`src/rtl/sw_pkg.sv`:
```
// Shared definitions for the egress switch path: header layout, default
// length width, arbiter FSM states and port count.
package sw_pkg;

  localparam int unsigned NUM_PORTS   = 2;
  localparam int unsigned LEN_W_DEF   = 16;
  // Frame length sits in the low bits of the header word.
  localparam int unsigned HDR_LEN_LSB = 0;

  typedef enum logic [1:0] {
    IDLE = 2'd0,
    READ = 2'd1,
    LOAD = 2'd2,
    SEND = 2'd3
  } state_t;

endpackage

```
`src/rtl/rr_arb2.sv`:
```
// Two-request round-robin arbiter. Grant is combinational from the current
// requests and the remembered last winner; the winner is recorded only when
// the owner of the port signals completion through the update strobe.
module rr_arb2 (
  input  logic       clk,
  input  logic       resetN,
  input  logic       req0,
  input  logic       req1,
  input  logic       update,
  input  logic       upd_port,
  output logic [1:0] gnt
);

  // 0 = port 0 won last, 1 = port 1 won last
  logic last_gnt;

  // Remember the port that just finished so a tie favours the other one.
  always_ff @(posedge clk or negedge resetN) begin
    if (!resetN) begin
      last_gnt <= 1'b1;
    end else if (update) begin
      last_gnt <= upd_port;
    end
  end

  // One-hot grant: a lone requester wins, a tie goes to the port not served last.
  always_comb begin
    gnt = '0;
    if (req0 && req1) begin
      gnt = last_gnt ? 2'b01 : 2'b10;
    end else if (req0) begin
      gnt = 2'b01;
    end else if (req1) begin
      gnt = 2'b10;
    end
  end

endmodule

```
`src/rtl/egress_arbiter.sv`:
```
// Merges frames from two ingress FIFOs onto one egress stream. A port is
// granted for a whole frame; each word takes a READ / LOAD / SEND pass, so
// the output carries at most one word every three cycles.
module egress_arbiter
  import sw_pkg::*;
#(
  parameter int unsigned LEN_W = LEN_W_DEF
) (
  input  logic        clk,
  input  logic        resetN,
  input  logic        empty0,
  input  logic        empty1,
  input  logic [31:0] dout0,
  input  logic [31:0] dout1,
  output logic        rd_en0,
  output logic        rd_en1,
  output logic [31:0] out_data,
  output logic        out_valid,
  input  logic        out_ready,
  output logic        out_sof,
  output logic        out_eof,
  output logic [15:0] frames_sent
);

  state_t           state;
  state_t           state_nxt;
  logic             gsel;        // granted port for the current frame
  logic [1:0]       arb_gnt;
  logic             frame_done;
  logic [LEN_W-1:0] remaining;   // words still to send after the one in SEND
  logic             sof_q;       // word in flight is the header
  logic             g_empty;
  logic [31:0]      g_dout;
  logic [LEN_W-1:0] hdr_len;

  assign g_empty = gsel ? empty1 : empty0;
  assign g_dout  = gsel ? dout1  : dout0;
  assign hdr_len = g_dout[HDR_LEN_LSB +: LEN_W];

  rr_arb2 u_arb (
    .clk      (clk),
    .resetN   (resetN),
    .req0     (!empty0),
    .req1     (!empty1),
    .update   (frame_done),
    .upd_port (gsel),
    .gnt      (arb_gnt)
  );

  // FSM state register.
  always_ff @(posedge clk or negedge resetN) begin
    if (!resetN) begin
      state <= IDLE;
    end else begin
      state <= state_nxt;
    end
  end

  // Next state and read strobes; a read is issued only when the granted FIFO has data.
  always_comb begin
    state_nxt  = state;
    rd_en0     = 1'b0;
    rd_en1     = 1'b0;
    frame_done = 1'b0;
    case (state)
      IDLE: begin
        if (|arb_gnt) begin
          state_nxt = READ;
        end
      end
      READ: begin
        if (!g_empty) begin
          rd_en0    = !gsel;
          rd_en1    = gsel;
          state_nxt = LOAD;
        end
      end
      LOAD: begin
        state_nxt = SEND;
      end
      SEND: begin
        if (out_ready) begin
          if (remaining == '0) begin
            frame_done = 1'b1;
            state_nxt  = IDLE;
          end else begin
            state_nxt = READ;
          end
        end
      end
      default: state_nxt = IDLE;
    endcase
  end

  // Grant latch, word counter, output word register and frame counter.
  always_ff @(posedge clk or negedge resetN) begin
    if (!resetN) begin
      gsel        <= 1'b0;
      sof_q       <= 1'b0;
      remaining   <= '0;
      out_data    <= '0;
      frames_sent <= '0;
    end else begin
      case (state)
        IDLE: begin
          if (|arb_gnt) begin
            gsel  <= arb_gnt[1];
            sof_q <= 1'b1;
          end
        end
        LOAD: begin
          out_data <= g_dout;
          if (sof_q) begin
            // a zero length field still describes a header-only frame
            remaining <= (hdr_len == '0) ? '0 : hdr_len - LEN_W'(1);
          end else begin
            remaining <= remaining - LEN_W'(1);
          end
        end
        SEND: begin
          if (out_ready) begin
            sof_q <= 1'b0;
          end
          if (frame_done) begin
            frames_sent <= frames_sent + 16'd1;
          end
        end
        default: ;
      endcase
    end
  end

  assign out_valid = (state == SEND);
  assign out_sof   = out_valid && sof_q;
  assign out_eof   = out_valid && (remaining == '0);

endmodule

```
`config.mk`:
```
export PLATFORM = sky130hd
export DESIGN_NAME = egress_arbiter
export DESIGN_NICKNAME = d
export VERILOG_FILES = /design/src/rtl/sw_pkg.sv /design/src/rtl/rr_arb2.sv /design/src/rtl/egress_arbiter.sv
export SDC_FILE = /design/constraint.sdc
export NUM_CORES = 1
export LEC_CHECK = 0
export ABC_CLOCK_PERIOD_IN_PS = 7000
export BUFFER_PORTS_ARGS = -buffer_cell sky130_fd_sc_hd__clkbuf_2
export CAP_MARGIN = 10
export CELL_PAD_IN_SITES_DETAIL_PLACEMENT = 1
export CELL_PAD_IN_SITES_GLOBAL_PLACEMENT = 1
export CORE_ASPECT_RATIO = 0.5
export CORE_MARGIN = 1
export CORE_UTILIZATION = 40
export CTS_BUF_LIST = sky130_fd_sc_hd__clkbuf_2
export CTS_CLUSTER_SIZE = 30
export DETAILED_ROUTE_END_ITERATION = 8
export GPL_TIMING_DRIVEN = 0
export PLACE_DENSITY = 0.81
export SLEW_MARGIN = 25
export SYNTH_ARGS = -nofsm -noshare
export SYNTH_HDL_FRONTEND = slang
export SYNTH_SLANG_ARGS = --single-unit
```
`constraint.sdc`:
```
create_clock -name clk -period 7 [get_ports clk]
set_clock_uncertainty 0.1 [all_clocks]
set_input_delay 0.35 -clock clk [delete_from_list [all_inputs] [get_ports clk]]
set_output_delay 0.35 -clock clk [all_outputs]
set_load 0.01 [all_outputs]
```
==> results of run 1 <==
worst min-delay path: cells and delay by family:
kind            cells  cell delay, ps
compound gates      1             150
buf+inv             1              90
mux                 1              90
report_power, final:
group | leakage, nW | internal [mW] | switching (mW)
clock network | 0.0825 | 0.120 | 0.173
logic | 1.58 | 0.383 | 0.611
registers | 0.812 | 0.545 | 0.126
total | 2.47 | 1.05 | 0.910
cell type report:
class,count,area [sq um]
plain buffers,20,82.58
clock buffers,9,45.04
clock inverters,7,98.84
fillers,1166,4300
inverters,10,37.54
multi-input cells,322,2145
flip-flops and latches,69,1728
well taps,135,168.9
repair buffers,155,965.9
worst min-delay path by stage:
stage,from,to,slack [ps]
CTS,dout1[31],out_data[31]$_DFFE_PN0N_,2
finish,dout0[13],out_data[13]$_DFFE_PN0N_,50
global placement,frames_sent[15]$_DFFE_PN0P_,frames_sent[15]$_DFFE_PN0P_,370
global route,dout1[31],out_data[31]$_DFFE_PN0N_,6
floorplan,resetN,frames_sent[0]$_DFFE_PN0P_,-50
detailed placement,resetN,frames_sent[5]$_DFFE_PN0P_,230
flip-flops by register name (all words and copies together) (netlist names):
| signal | count |
|---|---|
| out_data | 32 |
| frames_sent | 16 |
| remaining | 16 |
| state | 2 |
| gsel | 1 |
| sof_q | 1 |
| u_arb.last_gnt | 1 |
through the flow:
stage / cell area [sq um] / worst slack (ps) / power, mW / hold WS [ps] / utilization
after global placement: 4767 / 3057 / 1.523 / 365.1 / 0.4980
after detailed placement: 4797 / 3013 / 1.559 / 229.3 / 0.5012
final: 5271 / 2864 / 1.958 / 50.70 / 0.5507
after global routing: 5271 / 2646 / 2.072 / 6.132 / 0.5507
after floorplan: 3993 / 4093 / 1.220 / -45.59 / -
after CTS: 5261 / 2962 / 1.888 / 1.570 / 0.5497
cells by family after synthesis:
logic type	after synthesis
compound gates	90
flops	69
simple gates	162
mux	37
fa+ha+maj	9
xor+xnor	24
buf+inv	30
per-layer routing:
layer	wire length, um	vias to the layer above
li1	-	1878
met1	6240	2080
met2	7883	155
met3	771	46
met4	540	0
met5	0	-
cell usage in the layout, fill, tap and decap left out, drive strengths merged, types with 3 or more instances in the layout:
cell,count
a21oi,39
and2,3
buf,7
clkbuf,144
clkinv,3
dfrtp,68
dlygate4sd3,33
ha,9
inv,11
mux2,6
mux2i,31
nand2,24
nand3,12
nand4,3
nor2,54
nor2b,3
nor3,12
nor3b,7
nor4,13
nor4b,3
o211ai,7
o21ai,23
o221ai,8
or2,3
or3,9
or3b,3
or4,6
xnor2,12
xor2,12
==> metrics.cfg, run 1 <==
[outcome]
status=finished, final reports clean

[routing]
wirelength_mm=15.44
final_antenna_net_count=0
wl_per_cell_um=21.23
via_count=4159
first_pass_iters=5
drt_iter0_markers=238
drc=0
via_per_inst=5.721

[worst_setup_path]
setup.worst_path.end=remaining[4]$_DFFE_PN0N_
worst_path_largest_cell_delay_ps=490
r2r_cells=10
worstSetupStartpoint=gsel$_DFFE_PN0P_
worstReg2RegStart=gsel$_DFFE_PN0P_
worstSetupPathDepth=10
end_kind=register
slowest_stage=buf_1
crit_fanout=10
crit_family=buffers and inverters
crit_arrival_ps=4460
required_ps=7320
worstSetupPathType=reg -> reg
path_buf_inv=4
startpoint_type=register
r2r_slack_ps=2860
rr_endpoint=remaining[4]$_DFFE_PN0N_
cp_cell_sequence=buf_1 -> buf_2 -> buf_2 -> mux2i_1 -> ha_1 -> o221ai_1 -> nor2_1 -> a21o_1 -> clkbuf_1 -> o221ai_1

[synthesis]
synth.most_common_cell=dfrtp_1
synth-compound-area-share=0.1363
synth_xor_area_frac=0.05265
synth_common_cells=dfrtp_1, nor2_1, a21oi_1
syn_nets=499
synthSimpleGateAreaFrac=0.2253
ys_async_sr_fraction=1.000
yosys.area_share.adder=0.02820
synth_edf_count=0
yosys.area.top_type=dfrtp_1
synth_top_area_frac=0.4262
synth_top_family_by_area=simple AND/OR/NAND/NOR gates
yosysUniqueCellTypes=54
synth_ff_type=dfrtp_1
synthCells=421
syn_avg_cell_area_sq_um=9.484
synth_area_sq_um=3993
synth_area_leaders=dfrtp_1, mux2i_1, nor2_1, a21oi_1, o21ai_0
ys_seq_area_frac=0.4328
yosysWarnings=0
muxShareOfSynthArea=0.09464
synth_seq_cells=69

[floorplanning]
ios=122
core_sq_um=9572
rows=25
die-area_sq_um=10410
dieWidth_um=143.3
initial_utilization=0.4171
die_h_um=72.65

[global_routing]
use_met2=0.5528
top_usage_layer=met2
grt_pass1_vias=4426
grt_pass1_wl_mm=24.01
grt_max_degree=44
globalRouteMet1Util=0.3650
track_usage=0.3125
grt_remaining_overflow=0
grt_use_met3=0.07480
antenna_found_initial=0

[sta]
rsz0062_at_grt=no
finalSetupViolCount=0
min_period_ps=4136
fmax_mhz=241.8
final.setup.tns_ps=0
max_slew_margin=0.4363
drv_slew=0
tightest_slew_ps=845.5
finalCritPeriodShare=0.5909
final_hold_viol_count=0

[clock_tree]
ctsLongestPathBuffers=2
post-cts-setup-buffers=0
cts_buffers=9
cts_tree=yes
clk_latency_ps=580
cts_num_sinks=69
cts_hold_buf=32
post_cts_resized=0
h-tree-depth=3
cts-root-buf=clkbuf_2
clkSlewWorstSetupHoldPaths_ps=250

[place]
port_buffers=121
place_congestion=0.8603
dp_cells=678
place_hpwl_mm=9.642

[cells_and_area]
drive_gt1_frac=0.2821
diodes=0
fin_cells=727
finalNetCount=665
syn2layout_area_growth_pct=32.03

[power]
leakagePower_nw=2.471
p_per_area_nw_per_um2=371.3
ir_worst_vdd_uv=143.0

[hold_path]
whs_path_depth=3
holdCritPathClass=in -> reg

[flow_run]
cap_violations=0

Power figures use the tool's default switching activity.
==> run 2, diff against run 1 <==
Settings changed: ABC_CLOCK_PERIOD_IN_PS 7000 to 3700, CORE_UTILIZATION 40 to 36, PLACE_DENSITY 0.81 to 0.77.
Clock period 7 ns to 3.7 ns, I/O delays scaled along.
==> run 2 against run 1 <==
Sequential power rose by 94%. Combinational power rose by 100%. Via count is 6.1% higher. Final cell count is 5.6% higher. Maximum frequency increased by 18%. Non-clock buffer count up 37. Design area grew 6.6%. Hold slack got worse by 0.89 ps. First-iteration DRC count is 55% higher. Die area grew 11%. Flip-flop and latch count unchanged. Critical path depth is 1 lower.
==> metrics.cfg, run 2 (synthesized netlist as in run 1, its figures left out) <==
[place]
placed_cell_area_sq_um=4796  ; about the same
place_congestion=0.8878  ; +3.2%
port_buffers=121  ; unchanged
dp_cells=683  ; +0.74%
place_hpwl_mm=9.865  ; +2.3%

[power]
seqPwrFrac=0.345  ; +0.002
p_clk_frac=0.121  ; -0.029
p_per_area_nw_per_um2=672.5  ; +81%
total_power_mw=3.779  ; +93%
p_switching_mw=1.776  ; +95%
p_int_mw=2.003  ; +91%
pwr-share-comb=0.533  ; +0.025
switching_share=0.4699  ; +0.004964
ir_worst_vdd_uv=211.3  ; +48%
leakagePower_nw=2.612  ; +5.7%

[cells_and_area]
diodes=0  ; unchanged
largest_reg_flops=32  ; unchanged
mostFrequentLayoutCell=clkbuf_2
drive_gt1_frac=0.2707  ; -0.01139
stdcell_area_sq_um=5619  ; +6.6%
top_register=out_data
regArea_sq_um=1732  ; +0.22%
multi_input_area_sq_um=2153  ; +0.41%
syn2layout_area_growth_pct=40.74
largestRegisters=out_data: 32 flops, frames_sent: 16 flops, remaining: 16 flops
fin_cells=768  ; +5.6%
fillCellCount=1264  ; +8.4%
final_cell_mix=clkbuf_2, dlygate4sd3_1, dfrtp_1
finalNetCount=702  ; +5.6%

[sta]
final.setup.tns_ps=0  ; unchanged
fmax_mhz=286.3  ; +18%
drv_slew=0  ; unchanged
final_hold_viol_count=0  ; unchanged
max_slew_margin=0.2484  ; -0.1880
tightest_slew_ps=1127  ; +282.0 ps
finalCritPeriodShare=0.9442  ; +0.3533
finalSetupViolCount=0  ; unchanged
min_period_ps=3493  ; -642.8 ps
rsz0062_at_grt=no

[floorplanning]
die_h_um=76.47  ; +5.3%
die-area_sq_um=11540  ; +11%
ios=122  ; unchanged
rows=26  ; +4.0%
dieWidth_um=150.9  ; +5.3%
initial_utilization=0.3812  ; -0.03597
core_sq_um=10480  ; +9.4%

[global_routing]
grt_max_degree=41  ; -6.8%
track_usage=0.3118  ; -0.0006782
grt_pass1_wl_mm=27.15  ; +13%
grt_pass1_vias=4811  ; +8.7%
antenna_found_initial=0  ; unchanged
grt_remaining_overflow=0  ; unchanged

[routing]
final_antenna_net_count=0  ; unchanged
drt_iter0_markers=368  ; +55%
first_pass_iters=5  ; unchanged
drc=0  ; unchanged
via_per_inst=5.743  ; +0.40%
via_count=4411  ; +6.1%
wl_per_cell_um=22.09  ; +4.1%
wirelength_mm=16.97  ; +9.9%

[outcome]
status=finished, final reports clean

[hold_path]
hp-start=dout1[9]
holdCritPathClass=in -> reg
whs_path_depth=4  ; +1
min_to=remaining[9]$_DFFE_PN0N_

[clock_tree]
post-cts-setup-buffers=0  ; unchanged
h-tree-depth=3  ; unchanged
cts_buffers=9  ; unchanged
ctsLongestPathBuffers=2  ; unchanged
cts_num_sinks=69  ; unchanged
cts-root-buf=clkbuf_2
clkSlewWorstSetupHoldPaths_ps=250  ; about the same
clk_latency_ps=580  ; about the same
cts_tree=yes

[worst_setup_path]
startpoint_type=register
r2r_slack_ps=210  ; -2660 ps
path_buf_inv=3  ; -1
crit_family=buffers and inverters
slowest_stage=dfrtp_4
worstReg2RegStart=gsel$_DFFE_PN0P_
worst_path_largest_cell_delay_ps=620  ; +130 ps
worstSetupPathType=reg -> reg
cp_cell_sequence=buf_2 -> buf_2 -> mux2i_1 -> ha_1 -> o221ai_2 -> nor2_2 -> a21o_1 -> clkbuf_2 -> o221ai_1
required_ps=4020  ; -3300 ps
crit_arrival_ps=3810  ; -650 ps
r2r_cells=9  ; -1
crit_fanout=14  ; +4
end_kind=register
cpMostUsedCell=buf_2
rr_endpoint=remaining[0]$_DFFE_PN0N_

[flow_run]
cap_violations=0  ; unchanged

[run 2: cell types whose count changed in the layout (fill, tap and decap cells not counted), moves of 2 or more]
cell | before | now
clkbuf_2 | 130 | 132
clkinv_2 | 1 | 3
dlygate4sd3_1 | 33 | 71
clkinv_4 | 2 | 0
[run 2: stage by stage]
| stage | util | hold slack (ps) | setup slack [ps] |
|---|---|---|---|
| floorplan | - | -210.6 | 793.1 |
| global placement | 0.4557 | 367.1 | -296.9 |
| detailed placement | 0.4578 | 86.34 | -297.8 |
| CTS | 0.5352 | 13.26 | 167.4 |
| global route | 0.5364 | 50.61 | 79.09 |
| finish | 0.5364 | 49.82 | 206.6 |
[run 2: how the worst max path moves through the flow]
stage / startpoint / endpoint / slack [ps] / depth (start not counted)
CTS: gsel$_DFFE_PN0P_ / remaining[2]$_DFFE_PN0N_ / 170 / 9
detailed placement: gsel$_DFFE_PN0P_ / remaining[10]$_DFFE_PN0N_ / -300 / 10
global route: gsel$_DFFE_PN0P_ / remaining[0]$_DFFE_PN0N_ / 80 / 9
finish: gsel$_DFFE_PN0P_ / remaining[0]$_DFFE_PN0N_ / 210 / 9
global placement: gsel$_DFFE_PN0P_ / remaining[4]$_DFFE_PN0N_ / -300 / 10
floorplan: gsel$_DFFE_PN0P_ / remaining[0]$_DFFE_PN0N_ / 790 / 10
[run 2: worst reg2reg max path, stage by stage, from the launching register on]
cell and delay (ps):
dfrtp_4 620, buf_2 360, buf_2 380, mux2i_1 320, ha_1 330, o221ai_2 240
nor2_2 270, a21o_1 260, clkbuf_2 280, o221ai_1 170
[run 2: what timing repair did]
| item | CTS | global route |
|---|---|---|
| hold endpoints to repair | 109 | 0 |
| hold buffers | 71 | 0 |
| endpoints found under the setup margin | 11 | 11 |
| gates resized for setup | 1 | 5 |
[run 2: power groups by stage]
stage / combinational (mW) / sequential, mW / clock [mW]
2_1_floorplan: 1.02 / 1.29 / 0
6_report: 2.02 / 1.30 / 0.459
3_3_place_gp: 1.65 / 1.25 / 0
3_5_place_dp: 1.70 / 1.26 / 0
4_1_cts: 1.87 / 1.26 / 0.449
5_1_grt: 2.16 / 1.34 / 0.490
[run 2: final cells by class]
class / count / share of cell area
Multi-Input combinational cell: 322 / 0.3832
Sequential cell: 69 / 0.3082
Timing Repair Buffer: 193 / 0.2383
Tap cell: 140 / 0.03117
Buffer: 19 / 0.01425
Clock inverter: 5 / 0.009352
Clock buffer: 10 / 0.008907
Inverter: 10 / 0.006680
[run 2: layer usage]
layer  GRT usage  part of all wire
met5           0                 0
met4      0.1420             0.039
met3     0.06707             0.060
met2      0.5239              0.50
met1      0.3813              0.40
==> run 3, diff against run 2 <==
Settings changed: SYNTH_HIERARCHICAL from default to 1.
==> run 3 against run 2 <==
Largest power group unchanged. Highest routed layer unchanged. Maximum frequency shrank 2.7%. Setup slack lost 98 ps. Final cell count grew 1.3%. Largest cell class unchanged. Design area grew 2.1%. Via count shrank 2.3%. Sequential share of layout area shrank 0.71 points.
==> metrics.cfg, run 3 <==
[synthesis]
synth_ff_type=dfrtp_1
ys_seq_area_frac=0.4356  ; +0.002867
synth.most_common_cell=dfrtp_1
yosysUniqueCellTypes=46  ; -15%
synth_area_sq_um=3966  ; -0.66%
synth_seq_cells=69  ; unchanged
syn_avg_cell_area_sq_um=9.399  ; -0.89%
syn_nets=500  ; +0.20%
synth_area_leaders=dfrtp_1, mux2i_1, a21oi_1, nor2_1, o21ai_0
yosysWarnings=6  ; +6
synthCells=422  ; +0.24%
ys_async_sr_fraction=1.000  ; unchanged
synth_common_cells=dfrtp_1, nor2_1, a21oi_1
synth_edf_count=0  ; unchanged
synth_top_area_frac=0.4290  ; +0.002823
yosys.area.top_type=dfrtp_1

[sta]
fmax_mhz=278.4  ; -2.7%
final.setup.tns_ps=0  ; unchanged
finalSetupViolCount=0  ; unchanged
min_period_ps=3592  ; +98.34 ps
tightest_slew_ps=881.9  ; -245.5 ps
max_slew_margin=0.4121  ; +0.1637
final_hold_viol_count=0  ; unchanged
finalCritPeriodShare=0.9708  ; +0.02658
drv_slew=0  ; unchanged

[floorplanning]
die_h_um=76.22  ; -0.32%
core_sq_um=10440  ; -0.31%
rows=26  ; unchanged
initial_utilization=0.3798  ; -0.001329
ios=122  ; unchanged
die-area_sq_um=11470  ; -0.64%
dieWidth_um=150.4  ; -0.32%

[clock_tree]
clk_latency_ps=570  ; about the same
cts_tree=yes
ctsLongestPathBuffers=2  ; unchanged
h-tree-depth=3  ; unchanged
cts-root-buf=clkbuf_2
clkSlewWorstSetupHoldPaths_ps=210  ; -40 ps
cts_num_sinks=69  ; unchanged
cts_buffers=9  ; unchanged

[cells_and_area]
diodes=0  ; unchanged
mostFrequentLayoutCell=clkbuf_2
multi_input_area_sq_um=2123  ; -1.4%
final_cell_mix=clkbuf_2, dlygate4sd3_1, dfrtp_1
fin_cells=778  ; +1.3%
finalNetCount=711  ; +1.3%
drive_gt1_frac=0.2633  ; -0.007378
regArea_sq_um=1728  ; -0.22%
largestRegisters=out_data: 32 flops, frames_sent: 16 flops, remaining: 16 flops
fillCellCount=1220  ; -3.5%
top_register=out_data
syn2layout_area_growth_pct=44.70
largest_reg_flops=32  ; unchanged

[global_routing]
antenna_found_initial=0  ; unchanged
grt_pass1_wl_mm=24.59  ; -9.4%
grt_remaining_overflow=0  ; unchanged
track_usage=0.2787  ; -0.03312
grt_pass1_vias=4551  ; -5.4%
grt_max_degree=47  ; +15%

[worst_setup_path]
required_ps=4030  ; about the same
end_kind=register
worstSetupPathType=reg -> reg
worst_path_largest_cell_delay_ps=420  ; -200 ps
cp_cell_sequence=buf_6 -> clkbuf_4 -> buf_4 -> buf_4 -> mux2i_2 -> ha_1 -> nor4b_4 -> o22ai_2 -> nor4_2 -> a21bo_2 -> clkbuf_4 -> o221ai_1
crit_arrival_ps=3920  ; +110 ps
startpoint_type=register
crit_fanout=10  ; -4
slowest_stage=dfrtp_1

[routing]
first_pass_iters=5  ; unchanged
via_count=4311  ; -2.3%
drc=0  ; unchanged
wl_per_cell_um=20.60  ; -6.7%
via_per_inst=5.541  ; -3.5%
drt_iter0_markers=294  ; -20%
final_antenna_net_count=0  ; unchanged
wirelength_mm=16.03  ; -5.5%

[power]
p_per_area_nw_per_um2=659.7  ; -1.9%
ir_worst_vdd_uv=273.7  ; +30%
leakagePower_nw=2.607  ; -0.19%

[hold_path]
holdCritPathClass=in -> reg

[flow_run]
cap_violations=0  ; unchanged

[place]
place_congestion=0.7945  ; -11%
dp_cells=684  ; +0.15%
place_hpwl_mm=9.228  ; -6.5%
port_buffers=121  ; unchanged

[outcome]
status=finished, final reports clean

[run 3: what timing repair did]
item,CTS,global route
endpoints found under the hold margin,116,0
gates resized for setup,7,4
hold buffers,74,0
pin swaps,1,0
buffers inserted,0,4
endpoints found under the setup margin,16,12
[run 3: final timing paths]
check | end | slack (ps) | startpoint | cells past startpoint
min in group asynchronous | remaining[7]$_DFFE_PN0N_ | 560 | resetN | 4
hold / removal | remaining[11]$_DFFE_PN0N_ | 70 | dout0[11] | 4
setup / recovery | remaining[0]$_DFFE_PN0N_ | 110 | gsel$_DFFE_PN0P_ | 12
hold reg to reg | frames_sent[15]$_DFFE_PN0P_ | 390 | frames_sent[15]$_DFFE_PN0P_ | 1
setup reg to reg | remaining[0]$_DFFE_PN0N_ | 110 | gsel$_DFFE_PN0P_ | 12
max in group asynchronous | out_data[30]$_DFFE_PN0N_ | 2450 | resetN | 4
[run 3: area by class of cell]
type / instances / share of cell area
multi-input combinational: 316 / 0.3700
sequential: 69 / 0.3011
timing repair buffer: 200 / 0.2442
tap: 140 / 0.03052
buffer: 23 / 0.02071
clock inverter: 5 / 0.01482
clock buffer: 11 / 0.009592
inverter: 14 / 0.009156
[run 3: kinds of logic after synthesis]
kind of cell | after synthesis | synth area share
buf+inv | 37 | 0.04069
fa+ha+maj | 9 | 0.02839
compound gates | 102 | 0.1498
simple gates | 141 | 0.1934
mux | 34 | 0.08581
xor+xnor | 30 | 0.06625
flops | 69 | 0.4356
[run 3: through the flow]
stage	area, sq um	hold WS [ps]	utilization	power [mW]	setup WS (ps)
6_report	5739	67.57	0.5496	3.786	108.2
5_1_grt	5739	50.95	0.5496	4.027	-9.190
4_1_cts	5699	3.520	0.5458	3.640	90.32
3_5_place_dp	4777	51.62	0.4575	2.907	-538.4
3_3_place_gp	4747	364.8	0.4546	2.828	-532.4
2_1_floorplan	3966	-210.6	-	2.289	367.9
[run 3: report_power, final]
| part | switching [mW] | internal, mW |
|---|---|---|
| sequential | 0.236 | 1.03 |
| clock | 0.308 | 0.231 |
| combinational | 1.17 | 0.806 |
[run 3: critical path, delay by kind of cell (launching register included)]
family,cells,cell delay (ps)
buffers and inverters,5,1180
AND/OR/NAND/NOR,2,630
AO/OA/AOI/OAI,3,590
flip-flops,1,420
adder cells (fa/ha/maj),1,280
multiplexers,1,280
[run 3: metal layers]
metal	part of all wire	GRT usage	wire, um	vias up
met1	0.42	0.3354	6731	2135
li1	-	-	-	1940
met2	0.50	0.4935	8002	194
met4	0.023	0.07778	364	0
met5	0	0	0	-
met3	0.058	0.06587	929	42
